**src/rtl/mm_pkg.sv**
```systemverilog
// Shared sizes, state encodings and control payload for the 3x3 operand sequencer.
package mm_pkg;

    localparam int unsigned MM_N       = 3;
    localparam int unsigned MM_WORDS   = MM_N * MM_N;
    localparam int unsigned MM_WCNT_W  = 4;
    localparam int unsigned MM_PHASE_W = 2;
    localparam int unsigned MM_JC_W    = 16;

    localparam logic [2:0] ST_IDLE   = 3'd0;
    localparam logic [2:0] ST_LOAD_W = 3'd1;
    localparam logic [2:0] ST_LOAD_X = 3'd2;
    localparam logic [2:0] ST_PRE    = 3'd3;
    localparam logic [2:0] ST_UNLOAD = 3'd4;
    localparam logic [2:0] ST_DRAIN  = 3'd5;
    localparam logic [2:0] ST_DONE   = 3'd6;

    // Registered control strobes toward the bank, MAC array and host.
    typedef struct packed {
        logic [MM_N-1:0] unload;
        logic            mac_en;
        logic            acc_clr;
        logic            busy;
        logic            done;
        logic            bank_clear;
    } mm_ctl_t;

    localparam mm_ctl_t MM_CTL_RST = '{
        unload:     '0,
        mac_en:     1'b0,
        acc_clr:    1'b0,
        busy:       1'b0,
        done:       1'b0,
        bank_clear: 1'b1
    };

    function automatic int unsigned mm_max(input int unsigned a, input int unsigned b);
        return (a > b) ? a : b;
    endfunction

    function automatic logic [MM_JC_W-1:0] mm_sat_inc(input logic [MM_JC_W-1:0] v);
        return (v == '1) ? v : v + MM_JC_W'(1);
    endfunction

endpackage

```
**src/rtl/mm_sequencer_if.sv**
```systemverilog
// Valid/ready operand word stream feeding the sequencer.
interface mm_sequencer_if #(
    parameter int unsigned DW = 4
);
    logic          in_valid;
    logic [DW-1:0] in_data;
    logic          in_ready;

    modport master (output in_valid, output in_data, input in_ready);
    modport slave  (input in_valid, input in_data, output in_ready);
endinterface

```
**src/rtl/mm_phase_timer.sv**
```systemverilog
// Loadable down-counter with registered zero flag; times UNLOAD phases and DRAIN.
module mm_phase_timer #(
    parameter int unsigned W = 2
) (
    input  logic         clk,
    input  logic         clear,
    input  logic         load_i,
    input  logic [W-1:0] load_val_i,
    output logic         zero_o
);

    logic [W-1:0] cnt_q, cnt_d;
    logic         zero_q;

    always_comb begin : cnt_next
        cnt_d = cnt_q;
        if (load_i) begin
            cnt_d = load_val_i;
        end else if (cnt_q != '0) begin
            cnt_d = cnt_q - W'(1);
        end
    end

    always_ff @(posedge clk) begin : cnt_reg
        if (clear) begin
            cnt_q  <= '0;
            zero_q <= 1'b1;
        end else begin
            cnt_q  <= cnt_d;
            zero_q <= (cnt_d == '0);
        end
    end

    assign zero_o = zero_q;

endmodule

```
**src/rtl/mm_sequencer.sv**
```systemverilog
// Control FSM for the 3x3 operand bank and MAC array: load W/X, unload 3 phases, drain, done.
// Optional MM_SEQ_PERF_CNT_EN adds a saturating per-job cycle counter.
module mm_sequencer
    import mm_pkg::*;
#(
    parameter int unsigned DW          = 4,
    parameter int unsigned UNLOAD_HOLD = 1,
    parameter int unsigned MAC_LAT     = 2
) (
    input  logic                clk,
    input  logic                clear,
    mm_sequencer_if.slave       s_if,
    input  logic                abort_i,
    output logic                load_w_c_o,
    output logic                load_x_c_o,
    output logic [DW-1:0]       bank_data_c_o,
    output logic                bank_clear_o,
    output logic                unload1_o,
    output logic                unload2_o,
    output logic                unload3_o,
    output logic                mac_en_o,
    output logic                acc_clr_o,
    output logic                busy_o,
    output logic                done_o
`ifdef MM_SEQ_PERF_CNT_EN
    ,
    output logic [MM_JC_W-1:0]  job_cycles_o,
    output logic                job_cycles_vld_o
`endif
);

    localparam int unsigned TMR_W = $clog2(mm_max(UNLOAD_HOLD, MAC_LAT) + 1);
    localparam logic [TMR_W-1:0] HOLD_LOAD  = TMR_W'(UNLOAD_HOLD - 1);
    localparam logic [TMR_W-1:0] DRAIN_LOAD = TMR_W'((MAC_LAT > 0) ? MAC_LAT - 1 : 0);

    logic [2:0]            state_q, state_d;
    logic [MM_WCNT_W-1:0]  wcnt_q, wcnt_d;
    logic [MM_PHASE_W-1:0] phase_q, phase_d;
    logic                  in_ready_q;
    mm_ctl_t               ctl_q, ctl_d;
    logic                  accept;
    logic                  abort_take;
    logic                  tmr_load;
    logic [TMR_W-1:0]      tmr_val;
    logic                  tmr_zero;

    assign accept = s_if.in_valid & in_ready_q & ~clear;

    mm_phase_timer #(.W(TMR_W)) u_timer (
        .clk        (clk),
        .clear      (clear),
        .load_i     (tmr_load),
        .load_val_i (tmr_val),
        .zero_o     (tmr_zero)
    );

    // Next state, counters, timer control, and registered-strobe decode of the next state.
    always_comb begin : fsm_next
        state_d    = state_q;
        wcnt_d     = wcnt_q;
        phase_d    = phase_q;
        tmr_load   = 1'b0;
        tmr_val    = '0;
        abort_take = 1'b0;
        ctl_d      = '0;

        case (state_q)
            ST_IDLE: begin
                if (accept) begin
                    state_d = ST_LOAD_W;
                    wcnt_d  = MM_WCNT_W'(1);
                end
            end
            ST_LOAD_W, ST_LOAD_X: begin
                if (accept) begin
                    if (wcnt_q == MM_WCNT_W'(MM_WORDS - 1)) begin
                        wcnt_d  = '0;
                        state_d = (state_q == ST_LOAD_W) ? ST_LOAD_X : ST_PRE;
                    end else begin
                        wcnt_d = wcnt_q + MM_WCNT_W'(1);
                    end
                end
            end
            ST_PRE: begin
                state_d  = ST_UNLOAD;
                phase_d  = MM_PHASE_W'(1);
                tmr_load = 1'b1;
                tmr_val  = HOLD_LOAD;
            end
            ST_UNLOAD: begin
                if (tmr_zero) begin
                    if (phase_q == MM_PHASE_W'(MM_N)) begin
                        phase_d = '0;
                        if (MAC_LAT == 0) begin
                            state_d = ST_DONE;
                        end else begin
                            state_d  = ST_DRAIN;
                            tmr_load = 1'b1;
                            tmr_val  = DRAIN_LOAD;
                        end
                    end else begin
                        phase_d  = phase_q + MM_PHASE_W'(1);
                        tmr_load = 1'b1;
                        tmr_val  = HOLD_LOAD;
                    end
                end
            end
            ST_DRAIN: begin
                if (tmr_zero) begin
                    state_d = ST_DONE;
                end
            end
            ST_DONE: begin
                state_d = ST_IDLE;
            end
            default: begin
                state_d = ST_IDLE;
            end
        endcase

        // Abort wins over normal sequencing; any accept this cycle still reaches the bank.
        if (abort_i && (state_q != ST_IDLE)) begin
            state_d    = ST_IDLE;
            wcnt_d     = '0;
            phase_d    = '0;
            abort_take = 1'b1;
        end

        ctl_d.busy       = (state_d != ST_IDLE);
        ctl_d.acc_clr    = (state_d == ST_PRE);
        ctl_d.done       = (state_d == ST_DONE);
        ctl_d.bank_clear = (state_d == ST_DONE) | abort_take;
        if (state_d == ST_UNLOAD) begin
            ctl_d.mac_en = 1'b1;
            for (int k = 0; k < int'(MM_N); k++) begin
                ctl_d.unload[k] = (phase_d == MM_PHASE_W'(k + 1));
            end
        end
    end

    always_ff @(posedge clk) begin : fsm_reg
        if (clear) begin
            state_q    <= ST_IDLE;
            wcnt_q     <= '0;
            phase_q    <= '0;
            in_ready_q <= 1'b1;
            ctl_q      <= MM_CTL_RST;
        end else begin
            state_q    <= state_d;
            wcnt_q     <= wcnt_d;
            phase_q    <= phase_d;
            in_ready_q <= (state_d == ST_IDLE) | (state_d == ST_LOAD_W) | (state_d == ST_LOAD_X);
            ctl_q      <= ctl_d;
        end
    end

    assign s_if.in_ready = in_ready_q;
    assign load_w_c_o    = accept & ((state_q == ST_IDLE) | (state_q == ST_LOAD_W));
    assign load_x_c_o    = accept & (state_q == ST_LOAD_X);
    assign bank_data_c_o = s_if.in_data;
    assign bank_clear_o  = ctl_q.bank_clear;
    assign unload1_o     = ctl_q.unload[0];
    assign unload2_o     = ctl_q.unload[1];
    assign unload3_o     = ctl_q.unload[2];
    assign mac_en_o      = ctl_q.mac_en;
    assign acc_clr_o     = ctl_q.acc_clr;
    assign busy_o        = ctl_q.busy;
    assign done_o        = ctl_q.done;

`ifdef MM_SEQ_PERF_CNT_EN
    logic [MM_JC_W-1:0] cyc_q, cyc_d;
    logic [MM_JC_W-1:0] jc_q;
    logic               jc_vld_q;

    // cyc_q holds the cycles of the current job elapsed before this one.
    always_comb begin : perf_next
        cyc_d = '0;
        if (state_q == ST_IDLE) begin
            cyc_d = accept ? MM_JC_W'(1) : '0;
        end else begin
            cyc_d = mm_sat_inc(cyc_q);
        end
    end

    always_ff @(posedge clk) begin : perf_reg
        if (clear) begin
            cyc_q    <= '0;
            jc_q     <= '0;
            jc_vld_q <= 1'b0;
        end else begin
            cyc_q    <= cyc_d;
            jc_vld_q <= (state_d == ST_DONE);
            if (state_d == ST_DONE) begin
                jc_q <= mm_sat_inc(cyc_d);
            end
        end
    end

    assign job_cycles_o     = jc_q;
    assign job_cycles_vld_o = jc_vld_q;
`endif

endmodule
```
**src/flat_wrapper.sv**
```systemverilog
// flat-port wrapper written by rule: the top's interface ports become plain ports
module mm_sequencer_flat import mm_pkg::*;
#(
    parameter int unsigned DW          = 4,
    parameter int unsigned UNLOAD_HOLD = 1,
    parameter int unsigned MAC_LAT     = 2
)
  (clk, clear, abort_i, load_w_c_o, load_x_c_o, bank_data_c_o, bank_clear_o, unload1_o, unload2_o, unload3_o, mac_en_o, acc_clr_o, busy_o, done_o, s_if_in_valid, s_if_in_data, s_if_in_ready);
  mm_sequencer_if #(.DW(DW)) s_if_i ();
  input  logic clk;
  input  logic clear;
  input  logic abort_i;
  output logic load_w_c_o;
  output logic load_x_c_o;
  output logic [DW-1:0] bank_data_c_o;
  output logic bank_clear_o;
  output logic unload1_o;
  output logic unload2_o;
  output logic unload3_o;
  output logic mac_en_o;
  output logic acc_clr_o;
  output logic busy_o;
  output logic done_o;
  input wire logic [$bits(s_if_i.in_valid)-1:0] s_if_in_valid;
  input wire logic [$bits(s_if_i.in_data)-1:0] s_if_in_data;
  output wire logic [$bits(s_if_i.in_ready)-1:0] s_if_in_ready;
  assign s_if_i.in_valid = s_if_in_valid;
  assign s_if_i.in_data = s_if_in_data;
  assign s_if_in_ready = s_if_i.in_ready;
  mm_sequencer #(.DW(DW), .UNLOAD_HOLD(UNLOAD_HOLD), .MAC_LAT(MAC_LAT)) u_core (.clk(clk), .clear(clear), .s_if(s_if_i), .abort_i(abort_i), .load_w_c_o(load_w_c_o), .load_x_c_o(load_x_c_o), .bank_data_c_o(bank_data_c_o), .bank_clear_o(bank_clear_o), .unload1_o(unload1_o), .unload2_o(unload2_o), .unload3_o(unload3_o), .mac_en_o(mac_en_o), .acc_clr_o(acc_clr_o), .busy_o(busy_o), .done_o(done_o));
endmodule
```
**config.mk**
```make
export PLATFORM = sky130hd
export DESIGN_NAME = mm_sequencer_flat
export DESIGN_NICKNAME = d
export VERILOG_FILES = /design/src/rtl/mm_pkg.sv /design/src/rtl/mm_sequencer_if.sv /design/src/rtl/mm_phase_timer.sv /design/src/rtl/mm_sequencer.sv /design/src/flat_wrapper.sv
export SDC_FILE = /design/constraint.sdc
export NUM_CORES = 1
export LEC_CHECK = 0
export CAP_MARGIN = 20
export CORE_MARGIN = 3
export CORE_UTILIZATION = 35
export CTS_BUF_LIST = sky130_fd_sc_hd__clkbuf_8
export DETAILED_ROUTE_END_ITERATION = 8
export PLACE_DENSITY = 0.71
export SETUP_SLACK_MARGIN = 0.5
export SLEW_MARGIN = 20
export SYNTH_ARGS = -nofsm -noshare
export SYNTH_HDL_FRONTEND = slang
export SYNTH_SLANG_ARGS = --single-unit
```
**constraint.sdc**
```tcl
create_clock -name clk -period 2 [get_ports clk]
set_input_delay 0.3 -clock clk [delete_from_list [all_inputs] [get_ports clk]]
set_output_delay 0.3 -clock clk [all_outputs]
set_load 0.01 [all_outputs]
```
==> qor.txt <==
Clk_skew - 0.00398 ns
CTS Root Cell - clkbuf_8
Final setup vio count - 0
CP Data Required Time - 2.21 ns
Period minus WS final - 1.68 ns
Most frequent cells in the layout - dfxtp_1, buf_4, nor2_1, clkdlybuf4s50_1
Die H - 61.1 microns
Status - finished, final reports clean
Number of synthesized flops with an enable pin - 0
Int Power - 0.615 mW
Crit path depth - 4
Crit end category - flop
Core area - 0.00283 sq mm
Ys async rst share - 0%
Final WL - 2220 microns
Most common cell after layout, fill and taps aside - dfxtp_1
Seq pwr share - 52.9%
Crit path arrival time - 1.90 ns
Final setup TNS - 0 ns
P_sw - 0.193 mW
Antenna-violating nets left - 0
Post-DP HPWL - 1550 microns
Area Overhead vs Synth - 33.4%
First-pass GRT wire length - 3780 microns
ANT cells - 0
Worst hold stages - 1
Reg2Reg Setup Slack - 0.32 ns
CTS H-tree lvls - 1
Worst slew margin - 72.3%
Initial DRC count - 23
Hold path endpoint - u_core.u_timer.cnt_q[1]
Final period util - 84.2%
Rows - 19
IO Pins - 23
GRT busiest layer - met2
Number of global-route vias before repair - 816
FF-to-FF path depth - 4
Total GRT Usage - 14.0%
Comb pwr share - 12.4%
RD Place Congestion - 0.732
Final net count - 150
Lkg Pwr - 0.568 nW
Final Instance Area - 0.00142 sq mm
Hold path startpoint - u_core.u_timer.cnt_q[0]
Synth cell types - 42
Sink Count - 21
Fillcell total - 264
GRT met1 Usage - 17.2%
Unrepaired setup endpoints after global routing - true
Synth Register Bits - 21
DRC - 0
# hold bufs at CTS - 0
Cell Chain, Critical Path - or3b_4 > or3_4 > a41oi_4 > and2_4
Part of the Yosys area used for sequential elements - 39.6%
Port Buffers - 14
Main synth FF type - dfxtp_1
Slew Limit Fails - 0
Via count - 914
DR WL/cell - 13.2 microns
Clock transition at path regs - 0.07 ns
Worst-margin pin slew - 0.413 ns
Vias per inst - 5.41
GR Layer Usage met2 - 21.6%
Worst Setup Start Kind - flop
Hold Violations, Final - 0
Mapped cell area - 0.00106 sq mm
Syn_nets - 126
Max-cap violation count - 0
Reg2Reg Capture Point - u_core.state_q[0]
Clk pwr share - 34.7%
Syn_area_per_cell - 9.23 sq um
Final hold slack - 0.483 ns
Max Fclk - 0.594 GHz
Initial Utilization - 37.5%
Hold Path Class - reg -> reg
Overall power - 0.808 mW
CTS tree - yes
Num CTS Buffers - 3
Share of layout cells above drive strength 1 - 29.7%
Post-DP Area - 0.00122 sq mm
Drt pass-1 iters - 4
PwrDens - 571 mW/mm^2
Max Root-Sink Buffers - 2
Critical path's slowest cell - or3b_4
Initial antenna violation count - 0
Met3 usage - 2.52%
Worst-Skew Late Latency - 0.27 ns
Worst VDD drop - 0.204 mV
Die width - 61.1 microns
Die area - 0.00373 sq mm
Post-layout util - 50.0%
Cells after Synth - 115
Yosys warns - 0
CP bufs+invs - 0
Worst reg2reg startpoint - u_core.state_q[2]
Largest net degree at the start of global routing - 16
CP max FO - 6
Setup CP Type - reg -> reg
Switching portion of total power - 23.8%
Top Family by Delay on Critical Path - simple AND/OR/NAND/NOR gates
CP max stage delay - 0.40 ns
Gr ovfl total - 0
[synthesized netlist by cell type (2+ instances only)]
library cell | number | area, sq um
dfxtp_1 | 21 | 420
nor2_1 | 9 | 33.8
buf_4 | 6 | 45.0
a21oi_1 | 5 | 25.0
nand2_1 | 5 | 18.8
nor3_1 | 5 | 25.0
a21o_1 | 4 | 30.0
inv_1 | 4 | 15.0
nand3b_1 | 4 | 30.0
and2_1 | 3 | 18.8
ha_1 | 3 | 37.5
nand4b_1 | 3 | 26.3
nor4_1 | 3 | 18.8
or3_1 | 3 | 18.8
and3b_1 | 2 | 17.5
clkbuf_1 | 2 | 7.51
nand2b_1 | 2 | 12.5
nand3_1 | 2 | 10.0
nor2b_1 | 2 | 12.5
nor3b_1 | 2 | 15.0
o21a_1 | 2 | 15.0
o21ai_1 | 2 | 10.0
or2_2 | 2 | 12.5
[flip-flops by register name, indices dropped and copies added (netlist names)]
name and cells:
u_core.phase_q 2, u_core.s_if.in_ready 1, u_core.u_timer.zero_o 1, u_core.unload3_o 1
u_core.acc_clr_o 1, u_core.busy_o 1, u_core.unload1_o 1, u_core.bank_clear_o 1
u_core.unload2_o 1, u_core.done_o 1, u_core.wcnt_q 4, u_core.mac_en_o 1
u_core.u_timer.cnt_q 2, u_core.state_q 3
[power by group through the flow]
stage	combinational, mW	sequential [mW]	clock, mW
after detailed placement	0.0792	0.437	0
after CTS	0.0889	0.427	0.289
after global routing	0.109	0.428	0.299
after global placement	0.0776	0.437	0
final	0.100	0.427	0.280
after floorplan	0.0588	0.439	0
[worst max-delay path by stage]
stage                                 start           endpoint  slack (ns)
after floorplan           u_core.state_q[2]   u_core.unload3_o        0.50
after global placement                clear         load_w_c_o      0.0007
after detailed placement              clear         load_w_c_o       -0.04
after CTS                 u_core.state_q[2]  u_core.state_q[0]        0.34
after global routing      u_core.state_q[2]      u_core.busy_o        0.27
final                     u_core.state_q[2]  u_core.state_q[0]        0.32
[repair_timing]
action,CTS,global route
resized for setup,19,9
endpoints found under the hold margin,0,0
setup endpoints to repair,13,15
pin swaps,12,12
setup buffers,7,3
[routing by layer]
metal | vias to the layer above | share of wire, % | wire length (microns)
met4 | 0 | 3.4 | 75
met3 | 7 | 4.4 | 97
li1 | 457 | - | -
met1 | 426 | 43 | 949
met2 | 24 | 49 | 1100
met5 | - | 0 | 0
[metrics by stage]
step           cells  setup WS, ns
4_1_cts          166         0.340
3_3_place_gp     155      0.000723
3_5_place_dp     155       -0.0374
5_1_grt          169         0.271
2_1_floorplan    115         0.495
6_report         169         0.316
[final cells by class]
cell class / instances / area (sq um) / area share, %
well taps: 31 / 38.8 / 2.74
clock inverters: 1 / 5.00 / 0.354
inverters: 4 / 15.0 / 1.06
clock buffers: 3 / 41.3 / 2.92
multi-input cells: 81 / 633 / 44.7
repair buffers: 28 / 256 / 18.1
flip-flops and latches: 21 / 425 / 30.1
[kinds of logic (layout without fill, tap and decap cells)]
kind of cell             Yosys count  after routing  share of synthesized area (%)
AO/OA/AOI/OAI                     22             22                           16.5
AND/OR/NAND/NOR                   55             55                           32.7
adder cells (fa/ha/maj)            3              3                           3.54
flip-flops                        21             21                           39.6
buffers and inverters             13             36                           6.84
XOR/XNOR                           1              1                          0.826
Power figures use the tool's default switching activity.
